`src/rtl/csr_rmw_arbiter_if.sv`:
```
// Requester, response and register-file signals of the CSR read-modify-write arbiter.
// slave = arbiter side; master = requesters together with the register file.
interface csr_rmw_arbiter_if #(
  parameter int NUM_PORTS = 2,
  parameter int XLEN      = 32,
  parameter int ADDR_W    = 12
);
  logic [NUM_PORTS-1:0]        req_valid;
  logic [NUM_PORTS-1:0]        req_ready;
  logic [2*NUM_PORTS-1:0]      req_op;
  logic [ADDR_W*NUM_PORTS-1:0] req_addr;
  logic [XLEN*NUM_PORTS-1:0]   req_wdata;
  logic [NUM_PORTS-1:0]        rsp_valid;
  logic [XLEN-1:0]             rsp_rdata;
  logic                        rsp_err;
  logic                        rf_rd_valid;
  logic [ADDR_W-1:0]           rf_rd_addr;
  logic [XLEN-1:0]             rf_rd_data;
  logic                        rf_wr_valid;
  logic [ADDR_W-1:0]           rf_wr_addr;
  logic [XLEN-1:0]             rf_wr_data;

  modport slave (
    input  req_valid, req_op, req_addr, req_wdata, rf_rd_data,
    output req_ready, rsp_valid, rsp_rdata, rsp_err,
           rf_rd_valid, rf_rd_addr, rf_wr_valid, rf_wr_addr, rf_wr_data
  );

  modport master (
    output req_valid, req_op, req_addr, req_wdata, rf_rd_data,
    input  req_ready, rsp_valid, rsp_rdata, rsp_err,
           rf_rd_valid, rf_rd_addr, rf_wr_valid, rf_wr_addr, rf_wr_data
  );
endinterface

```
`src/rtl/csr_rmw_arbiter.sv`:
```
// Arbitrates NUM_PORTS requesters onto one CSR read/write port as atomic RMW ops; rsp at accept+RF_LAT+2.
// One op in flight: req_ready only in IDLE, next accept at accept+RF_LAT+3.
// CSR_ARB_FIXED_PRIO_EN: fixed priority (port 0 highest) instead of round-robin.
module csr_rmw_arbiter #(
  parameter int NUM_PORTS = 2,
  parameter int XLEN      = 32,
  parameter int ADDR_W    = 12,
  parameter int RF_LAT    = 1
) (
  input logic              clk,
  input logic              rst_n,
  csr_rmw_arbiter_if.slave bus
);
  localparam int PW = (NUM_PORTS > 1) ? $clog2(NUM_PORTS) : 1;
  localparam int CW = (RF_LAT > 1) ? $clog2(RF_LAT) : 1;

  localparam logic [1:0] OP_READ  = 2'b00;
  localparam logic [1:0] OP_WRITE = 2'b01;
  localparam logic [1:0] OP_SET   = 2'b10;

  typedef enum logic [1:0] {IDLE, RD, WAIT, WB} state_t;

  state_t            state, state_nxt;
  logic [PW-1:0]     port_q;
  logic [1:0]        op_q;
  logic [ADDR_W-1:0] addr_q;
  logic [XLEN-1:0]   wdata_q;
  logic [XLEN-1:0]   old_q;
  logic [CW-1:0]     cnt;

  logic              grant_vld;
  logic [PW-1:0]     grant_idx;
  logic [1:0]        g_op;
  logic [ADDR_W-1:0] g_addr;
  logic [XLEN-1:0]   g_wdata;
  logic              hs;
  logic              read_only;
  logic              mask_zero;
  logic              ro_err;
  logic              do_write;
  logic [XLEN-1:0]   new_val;

`ifndef CSR_ARB_FIXED_PRIO_EN
  logic [PW-1:0]     rr_ptr;
`endif

  always_comb begin
    grant_vld = 1'b0;
    grant_idx = '0;
`ifdef CSR_ARB_FIXED_PRIO_EN
    for (int i = NUM_PORTS - 1; i >= 0; i--) begin
      if (bus.req_valid[i]) begin
        grant_vld = 1'b1;
        grant_idx = PW'(i);
      end
    end
`else
    // Scan from the far end so the nearest valid port at/after rr_ptr wins.
    for (int k = NUM_PORTS - 1; k >= 0; k--) begin
      if (bus.req_valid[PW'((int'(rr_ptr) + k) % NUM_PORTS)]) begin
        grant_vld = 1'b1;
        grant_idx = PW'((int'(rr_ptr) + k) % NUM_PORTS);
      end
    end
`endif
  end

  // Only the granted port's payload is ever looked at.
  always_comb begin
    g_op    = '0;
    g_addr  = '0;
    g_wdata = '0;
    for (int i = 0; i < NUM_PORTS; i++) begin
      if (grant_idx == PW'(i)) begin
        g_op    = bus.req_op[2*i +: 2];
        g_addr  = bus.req_addr[ADDR_W*i +: ADDR_W];
        g_wdata = bus.req_wdata[XLEN*i +: XLEN];
      end
    end
  end

  assign hs        = (state == IDLE) && grant_vld && rst_n;
  assign read_only = (addr_q[ADDR_W-1 -: 2] == 2'b11);
  assign mask_zero = (wdata_q == '0);

  always_comb begin
    new_val  = wdata_q;
    ro_err   = 1'b0;
    do_write = 1'b0;
    case (op_q)
      OP_READ:  new_val = old_q;
      OP_WRITE: new_val = wdata_q;
      OP_SET:   new_val = old_q | wdata_q;
      default:  new_val = old_q & ~wdata_q;
    endcase
    if (op_q == OP_WRITE || (op_q != OP_READ && !mask_zero)) begin
      ro_err   = read_only;
      do_write = !read_only;
    end
  end

  always_ff @(posedge clk or negedge rst_n) begin
    if (!rst_n) state <= IDLE;
    else        state <= state_nxt;
  end

  always_comb begin
    state_nxt       = state;
    bus.req_ready   = '0;
    bus.rsp_valid   = '0;
    bus.rsp_rdata   = '0;
    bus.rsp_err     = 1'b0;
    bus.rf_rd_valid = 1'b0;
    bus.rf_rd_addr  = '0;
    bus.rf_wr_valid = 1'b0;
    bus.rf_wr_addr  = '0;
    bus.rf_wr_data  = '0;
    case (state)
      IDLE: begin
        if (hs) begin
          bus.req_ready[grant_idx] = 1'b1;
          state_nxt = RD;
        end
      end
      RD: begin
        bus.rf_rd_valid = 1'b1;
        bus.rf_rd_addr  = addr_q;
        state_nxt       = WAIT;
      end
      WAIT: begin
        if (cnt == '0) state_nxt = WB;
      end
      default: begin
        bus.rsp_valid[port_q] = 1'b1;
        bus.rsp_rdata         = old_q;
        bus.rsp_err           = ro_err;
        if (do_write) begin
          bus.rf_wr_valid = 1'b1;
          bus.rf_wr_addr  = addr_q;
          bus.rf_wr_data  = new_val;
        end
        state_nxt = IDLE;
      end
    endcase
  end

  always_ff @(posedge clk or negedge rst_n) begin
    if (!rst_n) begin
      port_q  <= '0;
      op_q    <= '0;
      addr_q  <= '0;
      wdata_q <= '0;
      old_q   <= '0;
      cnt     <= '0;
    end else begin
      if (hs) begin
        port_q  <= grant_idx;
        op_q    <= g_op;
        addr_q  <= g_addr;
        wdata_q <= g_wdata;
      end
      if (state == RD) cnt <= CW'(RF_LAT - 1);
      if (state == WAIT) begin
        if (cnt != '0) cnt <= cnt - 1'b1;
        else           old_q <= bus.rf_rd_data;
      end
    end
  end

`ifndef CSR_ARB_FIXED_PRIO_EN
  always_ff @(posedge clk or negedge rst_n) begin
    if (!rst_n)  rr_ptr <= '0;
    else if (hs) rr_ptr <= (grant_idx == PW'(NUM_PORTS - 1)) ? '0 : grant_idx + 1'b1;
  end
`endif

endmodule

```
`src/flat_wrapper.sv`:
```
// flat-port wrapper written by rule: the top's interface ports become plain ports
module csr_rmw_arbiter_flat 
#(
  parameter int NUM_PORTS = 2,
  parameter int XLEN      = 32,
  parameter int ADDR_W    = 12,
  parameter int RF_LAT    = 1
)
  (clk, rst_n, bus_req_valid, bus_req_op, bus_req_addr, bus_req_wdata, bus_rf_rd_data, bus_req_ready, bus_rsp_valid, bus_rsp_rdata, bus_rsp_err, bus_rf_rd_valid, bus_rf_rd_addr, bus_rf_wr_valid, bus_rf_wr_addr, bus_rf_wr_data);
  csr_rmw_arbiter_if #(.NUM_PORTS(NUM_PORTS), .XLEN(XLEN), .ADDR_W(ADDR_W)) bus_i ();
  input logic clk;
  input logic rst_n;
  input wire logic [$bits(bus_i.req_valid)-1:0] bus_req_valid;
  input wire logic [$bits(bus_i.req_op)-1:0] bus_req_op;
  input wire logic [$bits(bus_i.req_addr)-1:0] bus_req_addr;
  input wire logic [$bits(bus_i.req_wdata)-1:0] bus_req_wdata;
  input wire logic [$bits(bus_i.rf_rd_data)-1:0] bus_rf_rd_data;
  output wire logic [$bits(bus_i.req_ready)-1:0] bus_req_ready;
  output wire logic [$bits(bus_i.rsp_valid)-1:0] bus_rsp_valid;
  output wire logic [$bits(bus_i.rsp_rdata)-1:0] bus_rsp_rdata;
  output wire logic [$bits(bus_i.rsp_err)-1:0] bus_rsp_err;
  output wire logic [$bits(bus_i.rf_rd_valid)-1:0] bus_rf_rd_valid;
  output wire logic [$bits(bus_i.rf_rd_addr)-1:0] bus_rf_rd_addr;
  output wire logic [$bits(bus_i.rf_wr_valid)-1:0] bus_rf_wr_valid;
  output wire logic [$bits(bus_i.rf_wr_addr)-1:0] bus_rf_wr_addr;
  output wire logic [$bits(bus_i.rf_wr_data)-1:0] bus_rf_wr_data;
  assign bus_i.req_valid = bus_req_valid;
  assign bus_i.req_op = bus_req_op;
  assign bus_i.req_addr = bus_req_addr;
  assign bus_i.req_wdata = bus_req_wdata;
  assign bus_i.rf_rd_data = bus_rf_rd_data;
  assign bus_req_ready = bus_i.req_ready;
  assign bus_rsp_valid = bus_i.rsp_valid;
  assign bus_rsp_rdata = bus_i.rsp_rdata;
  assign bus_rsp_err = bus_i.rsp_err;
  assign bus_rf_rd_valid = bus_i.rf_rd_valid;
  assign bus_rf_rd_addr = bus_i.rf_rd_addr;
  assign bus_rf_wr_valid = bus_i.rf_wr_valid;
  assign bus_rf_wr_addr = bus_i.rf_wr_addr;
  assign bus_rf_wr_data = bus_i.rf_wr_data;
  csr_rmw_arbiter #(.NUM_PORTS(NUM_PORTS), .XLEN(XLEN), .ADDR_W(ADDR_W), .RF_LAT(RF_LAT)) u_core (.clk(clk), .rst_n(rst_n), .bus(bus_i));
endmodule
```
`config.mk`:
```
export PLATFORM = sky130hd
export DESIGN_NAME = csr_rmw_arbiter_flat
export DESIGN_NICKNAME = d
export VERILOG_FILES = /design/src/rtl/csr_rmw_arbiter_if.sv /design/src/rtl/csr_rmw_arbiter.sv /design/src/flat_wrapper.sv
export SDC_FILE = /design/constraint.sdc
export NUM_CORES = 1
export LEC_CHECK = 0
export ABC_AREA = 1
export CORE_MARGIN = 2
export CORE_UTILIZATION = 42
export DETAILED_ROUTE_END_ITERATION = 8
export PLACE_DENSITY = 0.83
export SLEW_MARGIN = 20
export SYNTH_ARGS = -nofsm -noshare
export SYNTH_HDL_FRONTEND = slang
export SYNTH_SLANG_ARGS = --single-unit
```
`constraint.sdc`:
```
create_clock -name clk -period 2 [get_ports clk]
set_input_delay 0.2 -clock clk [delete_from_list [all_inputs] [get_ports clk]]
set_output_delay 0.2 -clock clk [all_outputs]
set_load 0.005 [all_outputs]
```
==> flow_metrics.tcl <==
set metrics [dict create \
    fp-row-count 39 \
    dominantRegCellSynth "sky130_fd_sc_hd__dfrtp_1" \
    post_synth.cell_area_avg_um2 7.78 \
    cts_made_buffers 9 \
    setup-tns-final_ns -3.05 \
    synth_edf_count 0 \
    worst_ir_drop_vdd_mv 0.716 \
    route.vias.total 5224 \
    clock-sinks 83 \
    detail_route.drc_violations 0 \
    critPathSlowestCell "sky130_fd_sc_hd__dfrtp_1" \
    required_ns 1.80 \
    seq_area_frac_synth 0.420 \
    layout-drive-gt1-share 0.248 \
    htreeDepth 3 \
    timing.critical_path.fanout_max 8 \
    cp.arrival_ns 1.92 \
    placement.cell_area_um2 7380 \
    wire_length_of_the_first_global_routing_pass_um 25900 \
    violations_in_the_final_reports "setup timing" \
    synthesis.area_um2 4940 \
    most_common_cell_in_the_netlist "sky130_fd_sc_hd__nand2_1" \
    number_of_buffer_cells_added_on_primary_ports 221 \
    wire_per_inst_um 15.7 \
    grt_max_degree 50 \
    dieArea_um2 12600 \
    globalRouteOverflowTotal 0 \
    grt_pass1_vias 5150 \
    cp_cell_sequence "nor2_2 -> nand2_1 -> nor2_1 -> nand2_1 -> nor2_2 -> nand2_2 -> nand3_4 -> buf_12 -> buf_8 -> buf_6 -> nor2_2 -> buf_2" \
    routed_via_density 5.06 \
    synth-seq-cells 83 \
    areaGrowthSynthToFinish_pct 60.1 \
    cts_root_buffer "sky130_fd_sc_hd__clkbuf_16" \
    finalInstanceArea_um2 7910 \
    insertion_delay_ns 0.33 \
    io_pins 223 \
    initialDrtViolationCount 331 \
    cp_common_cell "sky130_fd_sc_hd__nor2_2" \
    relSlewSlack 0.572 \
    static-leakage-power_nw 3.78 \
    dp_slack_ns -0.0684 \
    layout_worst_path_cycle_share 1.06 \
    drt_pass1_iterations 5 \
    dp.final_hpwl_um 11500 \
    initial_core_util 0.431 \
    antenna_fix_cells 0 \
    power_density_nw_per_um2 1440 \
    outcome "complete, but fails checks" \
    number_of_warning_messages_in_the_yosys_log 0 \
    critical_path.max_stage_delay_ns 0.39 \
    worst_pin_slew_ns 0.642 \
    final_antenna_net_count 0 \
    maxCapViolCount 0 \
    cp-end-kind "output port" \
    synthDominantCellAreaShare 0.420 \
    synthDominantAreaCellType "sky130_fd_sc_hd__dfrtp_1" \
    min_path_type "in -> async" \
    syn_nets 767 \
    crit_start "u_core.wdata_q[26]" \
    synthesis.instances 635 \
    finalNetCount 1017 \
    wirelength_um 16200 \
    floorplan.core_area_um2 11500 \
    yosysUniqueCellTypes 25 \
    grt_setup_unrepaired "true" \
    fill_cells 944 \
    globalplace.congestion 0.792 \
    worst_clock_skew_ns 0.00431 \
    asyncSetResetFlopFracSynth 1.00 \
    setup_crit_path_kind "reg -> out" \
    hold_viol 0 \
    worst_setup_path_start_kind "register" \
    clk_transition_reported_paths_ns 0.06 \
    clock.fmax_mhz 471 \
    post_cts_hold_buffer_count 0 \
    worstReg2RegStart "u_core.state[0]" \
    finalSetupViolations 53 \
    tritoncts "built" \
    setup_slack_ns -0.123 \
    top_cells_by_area_synth "sky130_fd_sc_hd__dfrtp_1, sky130_fd_sc_hd__nand2_1, sky130_fd_sc_hd__o21ai_0" \
    slew_violations 0 \
    cts-root-to-sink-buffers 2 \
    die_w_um 112 \
    period_minus_slack_ns 2.12 \
    grt_util_all_layers 0.257 \
    worst-r2r-cell-count 10 \
    synth.cells.most_frequent "sky130_fd_sc_hd__nand2_1, sky130_fd_sc_hd__inv_1, sky130_fd_sc_hd__o21ai_0" \
    antenna_found_initial 0 \
    chipHeight_um 112 \
]
==> stage by stage <==
step | hold WS, ns | cells | total power, mW | utilization
finish | 0.00549 | 1033 | 11.4 | 0.690
global route | 0.0565 | 1033 | 12.3 | 0.690
CTS | 0.0283 | 1028 | 11.2 | 0.682
detailed placement | 0.370 | 995 | 9.03 | 0.643
global placement | 0.368 | 995 | 8.87 | 0.643
floorplan | -0.0956 | 635 | 6.25 | -
==> state kept, by name (all words and copies together), names as in the netlist <==
signal,cells
u_core.port_q,1
u_core.cnt,1
u_core.state,2
u_core.old_q,32
u_core.op_q,2
u_core.rr_ptr,1
u_core.addr_q,12
u_core.wdata_q,32
==> final timing paths <==
| path | end | slack (ns) |
|---|---|---|
| hold / removal | u_core.addr_q[3] | 0.005 |
| setup reg to reg | u_core.op_q[1] | 0.20 |
| setup / recovery | bus_rf_wr_data[25] | -0.12 |
| hold reg to reg | u_core.port_q | 0.52 |
| min in group clk | u_core.port_q | 0.23 |
| max in group asynchronous | u_core.wdata_q[22] | 1.05 |
==> layout by cell type, fill, tap and decap left out, drive strengths merged <==
cell type and n:
o211ai 45, bufinv 1, buf 103, dfrtp 83, nor3 1, nand3 4
dlygate4sd2 3, mux2 32, nand2 161, clkbuf 15, ha 4, a22oi 1
o21ai 94, clkdlybuf4s50 172, clkinv 1, inv 101, a21oi 2, nand4 2
nor2 65
==> layer usage <==
| metal | global-route usage | vias to the layer above | part of all wire |
|---|---|---|---|
| met5 | 0 | - | 0 |
| met4 | 0.0756 | 0 | 0.018 |
| met3 | 0.0578 | 22 | 0.077 |
| met2 | 0.443 | 213 | 0.49 |
| met1 | 0.325 | 2465 | 0.41 |
| li1 | - | 2524 | - |
==> cell families after synthesis <==
kind of cell	share of synthesized area
flip-flops	0.420
AO/OA/AOI/OAI	0.182
AND/OR/NAND/NOR	0.185
multiplexers	0.0729
adder cells (fa/ha/maj)	0.0101
buffers and inverters	0.129
==> layout make-up <==
class                           count  area (um^2)  share of cell area
Tap cell                          143          179              0.0226
Inverter                          102          385              0.0487
Clock buffer                       15          278              0.0351
Timing Repair Buffer              278         2580               0.326
Sequential cell                    83         2080               0.263
Multi-Input combinational cell    411         2380               0.301
Clock inverter                      1         30.0             0.00380
==> power by group <==
part | switching (mW) | leakage (nW) | internal [mW] | total [mW]
sequential | 0.519 | 0.995 | 2.53 | 3.05
clock | 0.651 | 0.150 | 1.07 | 1.72
combinational | 3.25 | 2.63 | 3.39 | 6.65
total | 4.42 | 3.78 | 6.99 | 11.4
==> repair_timing <==
action,in CTS,in global routing
setup endpoints to repair,92,85
resized for setup,230,30
endpoints found under the hold margin,0,0
buffers inserted,15,6
pin swaps,14,10
gates cloned,3,0
==> worst max-delay path, delay by kind of cell (launching register included) <==
family        cells  cell delay (ns)
flops             1             0.39
buf+inv           4             0.50
simple gates      8             0.68
(Power assumes the default switching activity.)
